File: src/rtl/serial_magnitude_comparator.sv
// Digit-serial MSB-first magnitude comparator with valid/ready handshakes.
// Optional macro SERIAL_CMP_EARLY_EXIT_EN finishes as soon as a digit differs.
module serial_magnitude_comparator #(
    parameter int unsigned N     = 8,
    parameter int unsigned DIGIT = 1
) (
    input  logic         clk,
    input  logic         rst_n,
    input  logic         in_valid,
    output logic         in_ready,
    input  logic [N-1:0] a,
    input  logic [N-1:0] b,
    input  logic         signed_mode,
    output logic         out_valid,
    input  logic         out_ready,
    output logic         lesser,
    output logic         greater,
    output logic         equal,
    output logic         busy
);

    localparam int unsigned K  = (DIGIT > 0) ? N / DIGIT : 1;
    localparam int unsigned CW = (K > 1) ? $clog2(K) : 1;
    localparam logic [N-1:0] MSB = {1'b1, {(N-1){1'b0}}};

    if (DIGIT < 1 || N < 2) begin : g_bad_width
        $error("serial_magnitude_comparator: need N >= 2 and DIGIT >= 1");
    end else if ((N % DIGIT) != 0) begin : g_bad_digit
        $error("serial_magnitude_comparator: N must be a multiple of DIGIT");
    end

    typedef enum logic [1:0] {StIdle, StCmp, StDone} state_e;

    state_e          state_q, state_d;
    logic [N-1:0]    a_sh_q, a_sh_d, b_sh_q, b_sh_d;
    logic [CW-1:0]   cnt_q, cnt_d;
    logic            decided_q, decided_d;
    logic            lesser_q, lesser_d, greater_q, greater_d, equal_q, equal_d;
    logic [DIGIT-1:0] a_dig, b_dig;
    logic            last, differ;

    assign a_dig  = a_sh_q[N-1 -: DIGIT];
    assign b_dig  = b_sh_q[N-1 -: DIGIT];
    assign last   = (cnt_q == CW'(K - 1));
    assign differ = !decided_q && (a_dig != b_dig);

    always_ff @(posedge clk or negedge rst_n) begin
        if (!rst_n) begin
            state_q <= StIdle;
        end else begin
            state_q <= state_d;
        end
    end

    always_comb begin
        state_d = state_q;
        unique case (state_q)
            StIdle: if (in_valid) state_d = StCmp;
            StCmp: begin
                if (last) begin
                    state_d = StDone;
                end
`ifdef SERIAL_CMP_EARLY_EXIT_EN
                else if (differ) begin
                    state_d = StDone;
                end
`endif
            end
            StDone: if (out_ready) state_d = StIdle;
            default: state_d = StIdle;
        endcase
    end

    always_comb begin
        in_ready  = (state_q == StIdle);
        busy      = (state_q == StCmp);
        out_valid = (state_q == StDone);
    end

    always_comb begin
        a_sh_d    = a_sh_q;
        b_sh_d    = b_sh_q;
        cnt_d     = cnt_q;
        decided_d = decided_q;
        lesser_d  = lesser_q;
        greater_d = greater_q;
        equal_d   = equal_q;
        unique case (state_q)
            StIdle: begin
                if (in_valid) begin
                    // Flipping both sign bits maps two's-complement order onto unsigned order.
                    a_sh_d    = a ^ (signed_mode ? MSB : '0);
                    b_sh_d    = b ^ (signed_mode ? MSB : '0);
                    cnt_d     = '0;
                    decided_d = 1'b0;
                    lesser_d  = 1'b0;
                    greater_d = 1'b0;
                    equal_d   = 1'b0;
                end
            end
            StCmp: begin
                a_sh_d = a_sh_q << DIGIT;
                b_sh_d = b_sh_q << DIGIT;
                cnt_d  = cnt_q + 1'b1;
                if (differ) begin
                    decided_d = 1'b1;
                    greater_d = (a_dig > b_dig);
                    lesser_d  = (a_dig < b_dig);
                end else if (last && !decided_q) begin
                    equal_d = 1'b1;
                end
            end
            default: ;
        endcase
    end

    always_ff @(posedge clk or negedge rst_n) begin
        if (!rst_n) begin
            a_sh_q    <= '0;
            b_sh_q    <= '0;
            cnt_q     <= '0;
            decided_q <= 1'b0;
            lesser_q  <= 1'b0;
            greater_q <= 1'b0;
            equal_q   <= 1'b0;
        end else begin
            a_sh_q    <= a_sh_d;
            b_sh_q    <= b_sh_d;
            cnt_q     <= cnt_d;
            decided_q <= decided_d;
            lesser_q  <= lesser_d;
            greater_q <= greater_d;
            equal_q   <= equal_d;
        end
    end

    assign lesser  = lesser_q;
    assign greater = greater_q;
    assign equal   = equal_q;

endmodule

File: config.mk
export PLATFORM = sky130hd
export DESIGN_NAME = serial_magnitude_comparator
export DESIGN_NICKNAME = d
export VERILOG_FILES = /design/src/rtl/serial_magnitude_comparator.sv
export SDC_FILE = /design/constraint.sdc
export NUM_CORES = 1
export LEC_CHECK = 0
export CORE_AREA = 2 2 51 53
export CTS_BUF_LIST = sky130_fd_sc_hd__clkbuf_8
export DETAILED_ROUTE_END_ITERATION = 16
export DIE_AREA = 0 0 53 55
export PLACE_DENSITY = 0.82
export SYNTH_ARGS = -nofsm -noshare
export SYNTH_HDL_FRONTEND = slang
export SYNTH_SLANG_ARGS = --single-unit
File: constraint.sdc
create_clock -name clk -period 3 [get_ports clk]
set_input_delay 0.6 -clock clk [delete_from_list [all_inputs] [get_ports clk]]
set_output_delay 0.6 -clock clk [all_outputs]
set_load 0.02 [all_outputs]
==> reports/results.ini <==
[floorplan]
coreArea_um2 = 2360
dieHeight_um = 55
die_w_um = 53
die-area_um2 = 2920
rows = 18
io_pins = 27
start_util_pct = 52.2

[synth]
syn_inst = 114
syn_area_um2 = 1230
synth_mux_area_share_pct = 10.6
synth_fp_nets = 139
yosys.area_share.adder_pct = 4.05
synth_top_family_by_area = compound AO/OA/AOI/OAI gates
synthTopCellsByArea = dfrtp_1 (51%), mux2i_1 (9.7%), nand2_1 (4.6%)
synth_xor_area_share_pct = 1.42
synth_simple_gate_area_share_pct = 9.83
netlist.area_leader.share_pct = 50.7
yosysWarnings = 0
yosys_register_bits = 25
synth-compound-area-share_pct = 16.0
avgSynthCellArea_um2 = 10.8
synth_largest_area_cell = dfrtp_1
yosysUniqueCellTypes = 25
ys_seq_area_share_pct = 50.7

[layout]
layout-drive-gt1-share_pct = 7.91
nets = 165
syn2layout_area_growth_pct = 24.1
final_util_pct = 64.8
multiInputGateArea_um2 = 522
fin_cells = 169
regArea_um2 = 626
n_antenna_cell = 0
postLayoutCellArea_um2 = 1530
fillers = 199

[grt]
grt.total_usage_pct = 18.3
use_met3_pct = 2.42
overflow = 0
met2_usage_pct = 30.4
gr-max-usage-layer = met2
grt_max_degree = 26
antenna_found_initial = 0
globalRouteMet1Util_pct = 24.3
grt_pass1_vias = 871
grt_pass1_wl_um = 3830

[setup_path]
cp_cell_sequence = nor2b_1 > clkdlybuf4s50_1
cp_top_family = buffers and inverters
path_buf_inv = 1
crit_fanout = 10
critical_path_class = flip-flop to output port
crit_path_end_kind = output port
worstSetupStartpointType = flip-flop
r2r_setup_slack_ns = 1.39
worstPathRequired_ns = 2.40
slowest_delay_ns = 0.63
cpMaxStageDelayCell = clkdlybuf4s50_1
arrival_ns = 1.67

[clock_network]
clk_pin_slew_ns = 0.09
clock_path_buffers = 2
cts_max_level = 1
ctsResizeCount = 0
clock-sinks = 25
postCtsSetupRepairBufs = 0
clock_latency_ns = 0.27
cts-root-buf = clkbuf_8
cts_buffers = 3
tritoncts = done
hold_buffers = 0

[pwr]
cellPowerDensity_nw_per_um2 = 899
leakagePower_nw = 0.739
p_total_mw = 1.38
peakVddDrop_uv = 503

[placement]
dp.cells = 165
placed_area_um2 = 1490
dpl_worst_slack_ns = 0.887
hpwl_um = 1610
io_buffers = 26
gp_congestion = 0.778

[sta]
rsz0062_at_grt = no
slew_violations = 0
fin_crit_ns = 2.27
fin_crit_sh_pct = 75.6
finalHoldViolCount = 0
max_freq_ghz = 0.441
layout_setup_ws_ns = 0.731
tns_ns = 0
skew_ns = 0.00746
max_slew_margin_pct = 64.5
worst_pin_slew_ns = 0.531
setup_violations = 0
holdWs_ns = 0.492

[drt]
drtPass1Iterations = 3
totalWireLength_um = 2210
routed_via_density = 5.13
vias = 867
ant_nets = 0
drc_errors = 0
drt-wirelength-per-cell_um = 13.1
initialDrtViolationCount = 7

[worst_hold_path]
hold_class = flip-flop to flip-flop

[status]
outcome = finished clean

[flow_run]
cap_violations = 0

[placed cells by master, fill, tap and decap left out]
cell / instances
nor2b_4: 1
o21ai_1: 10
mux2i_1: 12
nand2_1: 15
a31oi_1: 1
mux2_2: 1
inv_1: 5
clkdlybuf4s50_1: 26
o21ai_0: 5
clkinv_2: 1
xor2_1: 2
buf_4: 3
or2_2: 1
a21oi_1: 3
a21o_1: 1
dfrtp_1: 25
nor2_1: 5
o21bai_2: 1
a32o_1: 3
a22oi_1: 4
ha_1: 4
nor3b_1: 1
clkbuf_8: 3
nor2b_1: 3
a22o_1: 3
[synth_stat cells]
master	number
a22o_1	3
a21oi_1	3
a21o_1	1
a32o_1	3
nor2b_1	3
buf_4	2
mux2i_1	12
buf_12	1
mux2_2	1
nor3b_1	1
buf_6	2
ha_1	4
buf_2	3
xor2_1	2
inv_1	5
dfrtp_1	25
o21ai_0	5
a31oi_1	1
nor2b_4	1
nor2_1	5
o21bai_1	1
a22oi_1	4
nand2_1	15
or2_2	1
o21ai_1	10
[kinds of logic (layout without fill, tap and decap cells)]
| logic type | Yosys count | count (layout) |
|---|---|---|
| flops | 25 | 25 |
| buf+inv | 13 | 38 |
| xor+xnor | 2 | 2 |
| mux | 13 | 13 |
| simple gates | 26 | 26 |
| compound gates | 31 | 31 |
| fa+ha+maj | 4 | 4 |
[layout make-up]
cell class                      count  share of cell area [%]
Sequential cell                    25                    40.8
Multi-Input combinational cell     76                    34.0
Timing Repair Buffer               29                    18.4
Clock buffer                        3                    2.69
Tap cell                           30                    2.45
Inverter                            5                    1.22
Clock inverter                      1                   0.327
[tightest hold or removal path, cell delays in order, from the launching register on]
cell and delay (ns):
dfrtp_1 0.35, nand2_1 0.05, o21ai_1 0.06
[path summary, 6_finish.rpt]
path / startpoint / endpoint / cells past startpoint
max: state_q[1] / out_valid / 2
min: a_sh_q[5] / a_sh_q[5] / 2
max reg2reg: a_sh_q[7] / lesser / 5
min reg2reg: a_sh_q[5] / a_sh_q[5] / 2
max in group asynchronous: rst_n / a_sh_q[7] / 2
min in group asynchronous: rst_n / b_sh_q[2] / 2
[state kept, by name (all words and copies together), names as in the netlist]
name       count
state_q        2
lesser         1
decided_q      1
equal          1
cnt_q          3
b_sh_q         8
a_sh_q         8
greater        1
[layer usage]
layer,wire (um),vias up
met2,1070,13
met5,0,-
met1,1040,408
met4,25,0
li1,-,444
met3,69,2
[power breakdown]
part / total (mW) / switching (mW) / internal (mW)
sequential: 0.579 / 0.100 / 0.479
combinational: 0.602 / 0.301 / 0.301
clock: 0.198 / 0.105 / 0.0927
total: 1.38 / 0.506 / 0.873
Note: power is estimated with default switching activity, not from simulation.
